$ cat config.mk
export PLATFORM = sky130hd
export DESIGN_NAME = host_byte_if
export DESIGN_NICKNAME = d
export VERILOG_FILES = /design/src/rtl/host_byte_if.sv
export SDC_FILE = /design/constraint.sdc
export NUM_CORES = 1
export LEC_CHECK = 0
export CAP_MARGIN = 10
export CORE_ASPECT_RATIO = 1.5
export CORE_MARGIN = 10
export CORE_UTILIZATION = 62
export DETAILED_ROUTE_END_ITERATION = 16
export DONT_BUFFER_PORTS = 1
export HOLD_SLACK_MARGIN = 0.05
export PLACE_DENSITY_LB_ADDON = 0.12
export SETUP_SLACK_MARGIN = 0.4
export SLEW_MARGIN = 20
export SYNTH_ARGS = -nofsm -noshare
export SYNTH_HDL_FRONTEND = slang
export SYNTH_SLANG_ARGS = --single-unit
$ cat constraint.sdc
create_clock -name clk -period 2.8 [get_ports clk]
set_input_delay 0.42 -clock clk [delete_from_list [all_inputs] [get_ports clk]]
set_output_delay 0.42 -clock clk [all_outputs]
set_load 0.02 [all_outputs]
$ cat src/rtl/host_byte_if.sv
// Host byte interface: synchronises an asynchronous 8-bit host write strobe and
// packs byte pairs into 16-bit command/data words for the internal bus mux.
module host_byte_if #(
    parameter int SYNC_STAGES = 2,
    parameter int TIMEOUT     = 1024
) (
    input  logic        clk,
    input  logic        resetn,
    input  logic [7:0]  host_d,
    input  logic        host_wr_n,
    input  logic        host_rs,
    output logic        host_busy,
    output logic [15:0] int_data,
    output logic [1:0]  state,
    output logic        err_timeout
);

    typedef enum logic [1:0] {
        S_IDLE     = 2'd0,
        S_HAVE_LOW = 2'd1,
        S_EMIT     = 2'd2
    } fsm_t;

    localparam logic [15:0] CNT_LAST = 16'(TIMEOUT - 1);

    logic [SYNC_STAGES-1:0] wr_sync_q;
    logic [SYNC_STAGES-1:0] rs_sync_q;
    logic                   capture;
    logic                   cap_rs;

    fsm_t        fsm_q;
    logic [7:0]  lo_byte_q;
    logic        lo_rs_q;
    logic [15:0] cnt_q;
    logic [15:0] data_q;
    logic [1:0]  word_state_q;
    logic        busy_q;
    logic        err_q;

    // Both chains reset to 1 so leaving reset never looks like a strobe edge.
    always_ff @(posedge clk or negedge resetn) begin
        if (!resetn) begin
            wr_sync_q <= '1;
            rs_sync_q <= '1;
        end else begin
            wr_sync_q <= {wr_sync_q[SYNC_STAGES-2:0], host_wr_n};
            rs_sync_q <= {rs_sync_q[SYNC_STAGES-2:0], host_rs};
        end
    end

    // Falling edge seen between the last two wr stages; rs is taken from the
    // last stage, so it must be set up at least one clk before the strobe falls.
    assign capture = wr_sync_q[SYNC_STAGES-1] & ~wr_sync_q[SYNC_STAGES-2];
    assign cap_rs  = rs_sync_q[SYNC_STAGES-1];

    always_ff @(posedge clk or negedge resetn) begin
        if (!resetn) begin
            fsm_q        <= S_IDLE;
            lo_byte_q    <= 8'h00;
            lo_rs_q      <= 1'b0;
            cnt_q        <= 16'd0;
            data_q       <= 16'h0000;
            word_state_q <= 2'b00;
            busy_q       <= 1'b0;
            err_q        <= 1'b0;
        end else begin
            word_state_q <= 2'b00;
            err_q        <= 1'b0;
            case (fsm_q)
                S_IDLE, S_EMIT: begin
                    if (capture) begin
                        lo_byte_q <= host_d;
                        lo_rs_q   <= cap_rs;
                        cnt_q     <= 16'd0;
                        fsm_q     <= S_HAVE_LOW;
                        busy_q    <= 1'b1;
                    end else begin
                        fsm_q     <= S_IDLE;
                        busy_q    <= 1'b0;
                    end
                end
                S_HAVE_LOW: begin
                    // A capture outranks a timeout landing on the same cycle.
                    if (capture) begin
                        if (cap_rs == lo_rs_q) begin
                            data_q       <= {host_d, lo_byte_q};
                            word_state_q <= cap_rs ? 2'b10 : 2'b01;
                            fsm_q        <= S_EMIT;
                        end else begin
                            lo_byte_q    <= host_d;
                            lo_rs_q      <= cap_rs;
                            cnt_q        <= 16'd0;
                        end
                        busy_q <= 1'b1;
                    end else if (cnt_q == CNT_LAST) begin
                        fsm_q  <= S_IDLE;
                        busy_q <= 1'b0;
                        err_q  <= 1'b1;
                    end else begin
                        cnt_q  <= cnt_q + 16'd1;
                    end
                end
                default: begin
                    fsm_q  <= S_IDLE;
                    busy_q <= 1'b0;
                end
            endcase
        end
    end

    assign host_busy   = busy_q;
    assign int_data    = data_q;
    assign state       = word_state_q;
    assign err_timeout = err_q;

endmodule

==> implementation parameters <==
Parameter                              Value

Route
  DRC marker count from the first detailed-route iteration ... roughly 140
  Post-DR wirelength/cell ... between 15 and 20 um
  Vias/cell ... between 6 and 7
  Sum of routed wire length over all layers ... 4550 um
  DRC violations left ... 0
  Number of iterations in the first detailed-routing pass ... 4
  Total vias in the final route ... 1,557
  DRT antenna net count ... 0

Pwr
  Pwr per Cell Area ... 887 nW/um^2
  Max VDD drop ... 0.000718 V
  Share of power burned in combinational logic ... 0.228
  Reported net switching power ... around 0.81 mW
  Part of the power in the clock network ... 0.183
  Sw frac ... 0.371
  Internal cell power ... about 1.4 mW
  Flop pwr share ... 0.589
  Static Leak ... roughly 1.0 nW

Logic synthesis
  Fraction of post-synthesis cell area in the top cell type by area ... 0.507
  Sequential cell area fraction in the yosys report ... 0.553
  Average footprint of a synthesized cell ... 12.0 sq um
  Synthesized netlist cell count ... 193
  Biggest area contributors in the synthesized netlist ... sky130_fd_sc_hd__dfrtp_1, sky130_fd_sc_hd__mux2_2, sky130_fd_sc_hd__dfstp_2, sky130_fd_sc_hd__nand4_1, sky130_fd_sc_hd__o221ai_1
  Fraction of registers with async set or reset after synthesis ... 1.00
  Library cell occupying the most area in the post-synthesis netlist ... sky130_fd_sc_hd__dfrtp_1
  Total standard cell area after synthesis ... 2320 sq um
  Post-synth EDFFs ... 0
  Post-synthesis net count ... 208
  Most instantiated cells after synthesis ... sky130_fd_sc_hd__dfrtp_1, sky130_fd_sc_hd__mux2_2, sky130_fd_sc_hd__nand2_1
  Number of warnings printed during yosys synthesis ... 0
  Predominant post-synthesis flop cell ... sky130_fd_sc_hd__dfrtp_1
  Cell with the most instances after synthesis ... sky130_fd_sc_hd__dfrtp_1
  Number of synthesized register bits ... 51
  Number of different library cells in the post-synthesis netlist ... 46

Die
  Die area ... 6640 sq um
  Starting utilization of the core area ... 0.635
  Height of the die ... 94.9 um
  Std cell rows ... 27
  Number of I/O pins ... 32
  X dimension of the die ... 69.9 um
  Area of the core ... between 3000 and 4000 sq um

Finish
  Number of antenna diodes ... 0
  Post-Layout Cell Count ... 242
  Layout overhead on the synthesized area ... 6.64%
  Nets ... 213
  Fill cell instance count of the final layout ... roughly 280
  Share of cells above drive strength 1 ... 0.246

Critical path
  Critical Path Fanout Max ... 14
  Sort of element at the end of the critical path ... register
  Classification of the worst setup path ... reg -> reg
  Crit start category ... register
  Arrival time of data at the critical path endpoint ... ~2.4 ns
  Required time of the critical path ... 3.01 ns

Timing
  Clock period minus worst slack ... 2.15 ns
  Number of endpoints with negative hold slack in the final report ... 0
  Worst Clk Skew ... 0.00745 ns
  Crit share post-route ... 0.768
  Highest clock frequency the design can meet ... 465 MHz
  Final total negative setup slack ... 0 ns
  Transition time at the pin with the least slew margin ... 0.655 ns
  Setup-violating endpoint count in the final report ... 0
  Slew margin rel. ... 0.552
  RSZ-0062 raised after global routing ... no
  Pins Over Slew Limit ... 0

Run status
  Result of the run ... finished clean

Clock tree
  CTS clk-pin slew, worst paths ... 0.09 ns
  Number of CTS-inserted buffers ... 5
  Clock tree from TritonCTS ... yes
  Deepest level of the CTS H-tree ... 2
  Clock latency on the worst-skew pair ... 0.30 ns
  Buffer cell driving the clock tree root ... sky130_fd_sc_hd__clkbuf_8
  Largest buffer count on any clock path ... 2
  Number of buffers inserted to repair setup after CTS ... 0
  Clock sinks ... about 50

GRT
  Total grt overflow ... 0
  First-pass GRT wire length ... about 7600 um
  Antenna violations before repair ... 0
  Via count of the first global-routing pass ... around 1,600
  Gr usage total ... 0.138
  Maximum number of pins on one net before global-route repair ... 52

Placed design
  Placed Cells incl. Taps ... 232
  Number of I/O port buffers ... 0
  Final estimated routing congestion in global placement ... between 0.8 and 0.9
  Dpl hpwl ... 3290 um

Job
  Max cap viols ... 0

Min path
  Type of the worst min-delay path ... in -> reg
cell families (layout without fill, tap and decap cells):
| group | count (synthesis) | count (layout) | share of synthesized area |
|---|---|---|---|
| muxes | 25 | 25 | 0.121 |
| buffers and inverters | 18 | 24 | 0.0356 |
| AOI/OAI and AO/OA | 32 | 32 | 0.101 |
| and+or+nand+nor | 64 | 64 | 0.173 |
| DFF | 51 | 51 | 0.553 |
| adders and majority gates | 3 | 3 | 0.0162 |
layout make-up:
type | count | area, sq um | share of cell area
timing repair buffer | 4 | 52.6 | 0.0213
multi-input combinational | 124 | 955 | 0.386
sequential | 51 | 1280 | 0.518
inverter | 12 | 45.0 | 0.0182
tap | 43 | 53.8 | 0.0218
clock buffer | 6 | 72.6 | 0.0294
clock inverter | 2 | 12.5 | 0.00506
worst max-delay path, cell delays in order (launching register included):
cell                       delay [ns]
sky130_fd_sc_hd__dfrtp_1         0.47
sky130_fd_sc_hd__nand4_1         0.29
sky130_fd_sc_hd__nand4b_2        0.55
sky130_fd_sc_hd__o21ai_2         0.35
sky130_fd_sc_hd__inv_2           0.17
sky130_fd_sc_hd__o221ai_1        0.22
registers in the layout, summed over array words and instances (netlist names):
signal       count
wr_sync_q        2
host_busy        1
rs_sync_q        2
fsm_q            2
err_timeout      1
lo_byte_q        8
int_data        16
cnt_q           16
lo_rs_q          1
state            2
worst paths after layout:
kind	start	to	slack [ns]	cells after the start
setup / recovery	cnt_q[7]$_DFFE_PN0P_	cnt_q[8]$_DFFE_PN0P_	0.65	5
hold / removal	host_rs	rs_sync_q[0]$_DFF_PN1_	0.11	0
setup reg to reg	cnt_q[7]$_DFFE_PN0P_	cnt_q[8]$_DFFE_PN0P_	0.65	5
hold reg to reg	rs_sync_q[0]$_DFF_PN1_	rs_sync_q[1]$_DFF_PN1_	0.36	0
max in group asynchronous	resetn	wr_sync_q[1]$_DFF_PN1_	1.89	2
min in group asynchronous	resetn	cnt_q[6]$_DFFE_PN0P_	0.62	2
layout by cell type (no fill, tap or decap), drive strengths merged, types with 6 or more instances in the layout:
| cell type | instances |
|---|---|
| nor2 | 6 |
| nand2b | 7 |
| nand4 | 10 |
| clkbuf | 6 |
| nand2 | 12 |
| inv | 12 |
| nand3 | 6 |
| o221ai | 6 |
| mux2 | 24 |
| nor4 | 8 |
| dfrtp | 47 |
metal layers:
metal / share of wire / wire (um) / GRT usage / vias up
li1: - / - / - / 727
met1: 0.38 / 1710 / 0.143 / 774
met2: 0.54 / 2460 / 0.253 / 47
met3: 0.070 / 317 / 0.0493 / 9
met4: 0.013 / 59 / 0.0462 / 0
met5: 0 / 0 / 0 / -
what timing repair did:
item	4_1_cts	5_1_grt
hold buffers	2	0
hold endpoints to repair	51	0
setup endpoints to repair	0	0
resized for setup	0	0
through the flow:
stage	hold WS [ns]	setup slack, ns	utilization	total power, mW	area (sq um)
6_report	0.114	0.649	0.678	2.19	2470
5_1_grt	0.0817	0.514	0.678	2.33	2470
4_1_cts	0.104	0.695	0.678	2.22	2470
3_5_place_dp	0.126	0.716	0.644	1.80	2350
3_3_place_gp	0.126	0.813	0.644	1.77	2350
2_1_floorplan	0.124	0.797	-	1.67	2320
power groups by stage:
stage / sequential [mW] / combinational (mW) / clock [mW]
after floorplan: 1.25 / 0.420 / 0
after global placement: 1.30 / 0.467 / 0
after detailed placement: 1.31 / 0.486 / 0
after CTS: 1.30 / 0.505 / 0.409
after global routing: 1.33 / 0.553 / 0.443
final: 1.29 / 0.499 / 0.402
Note: power is estimated with default switching activity, not from simulation.
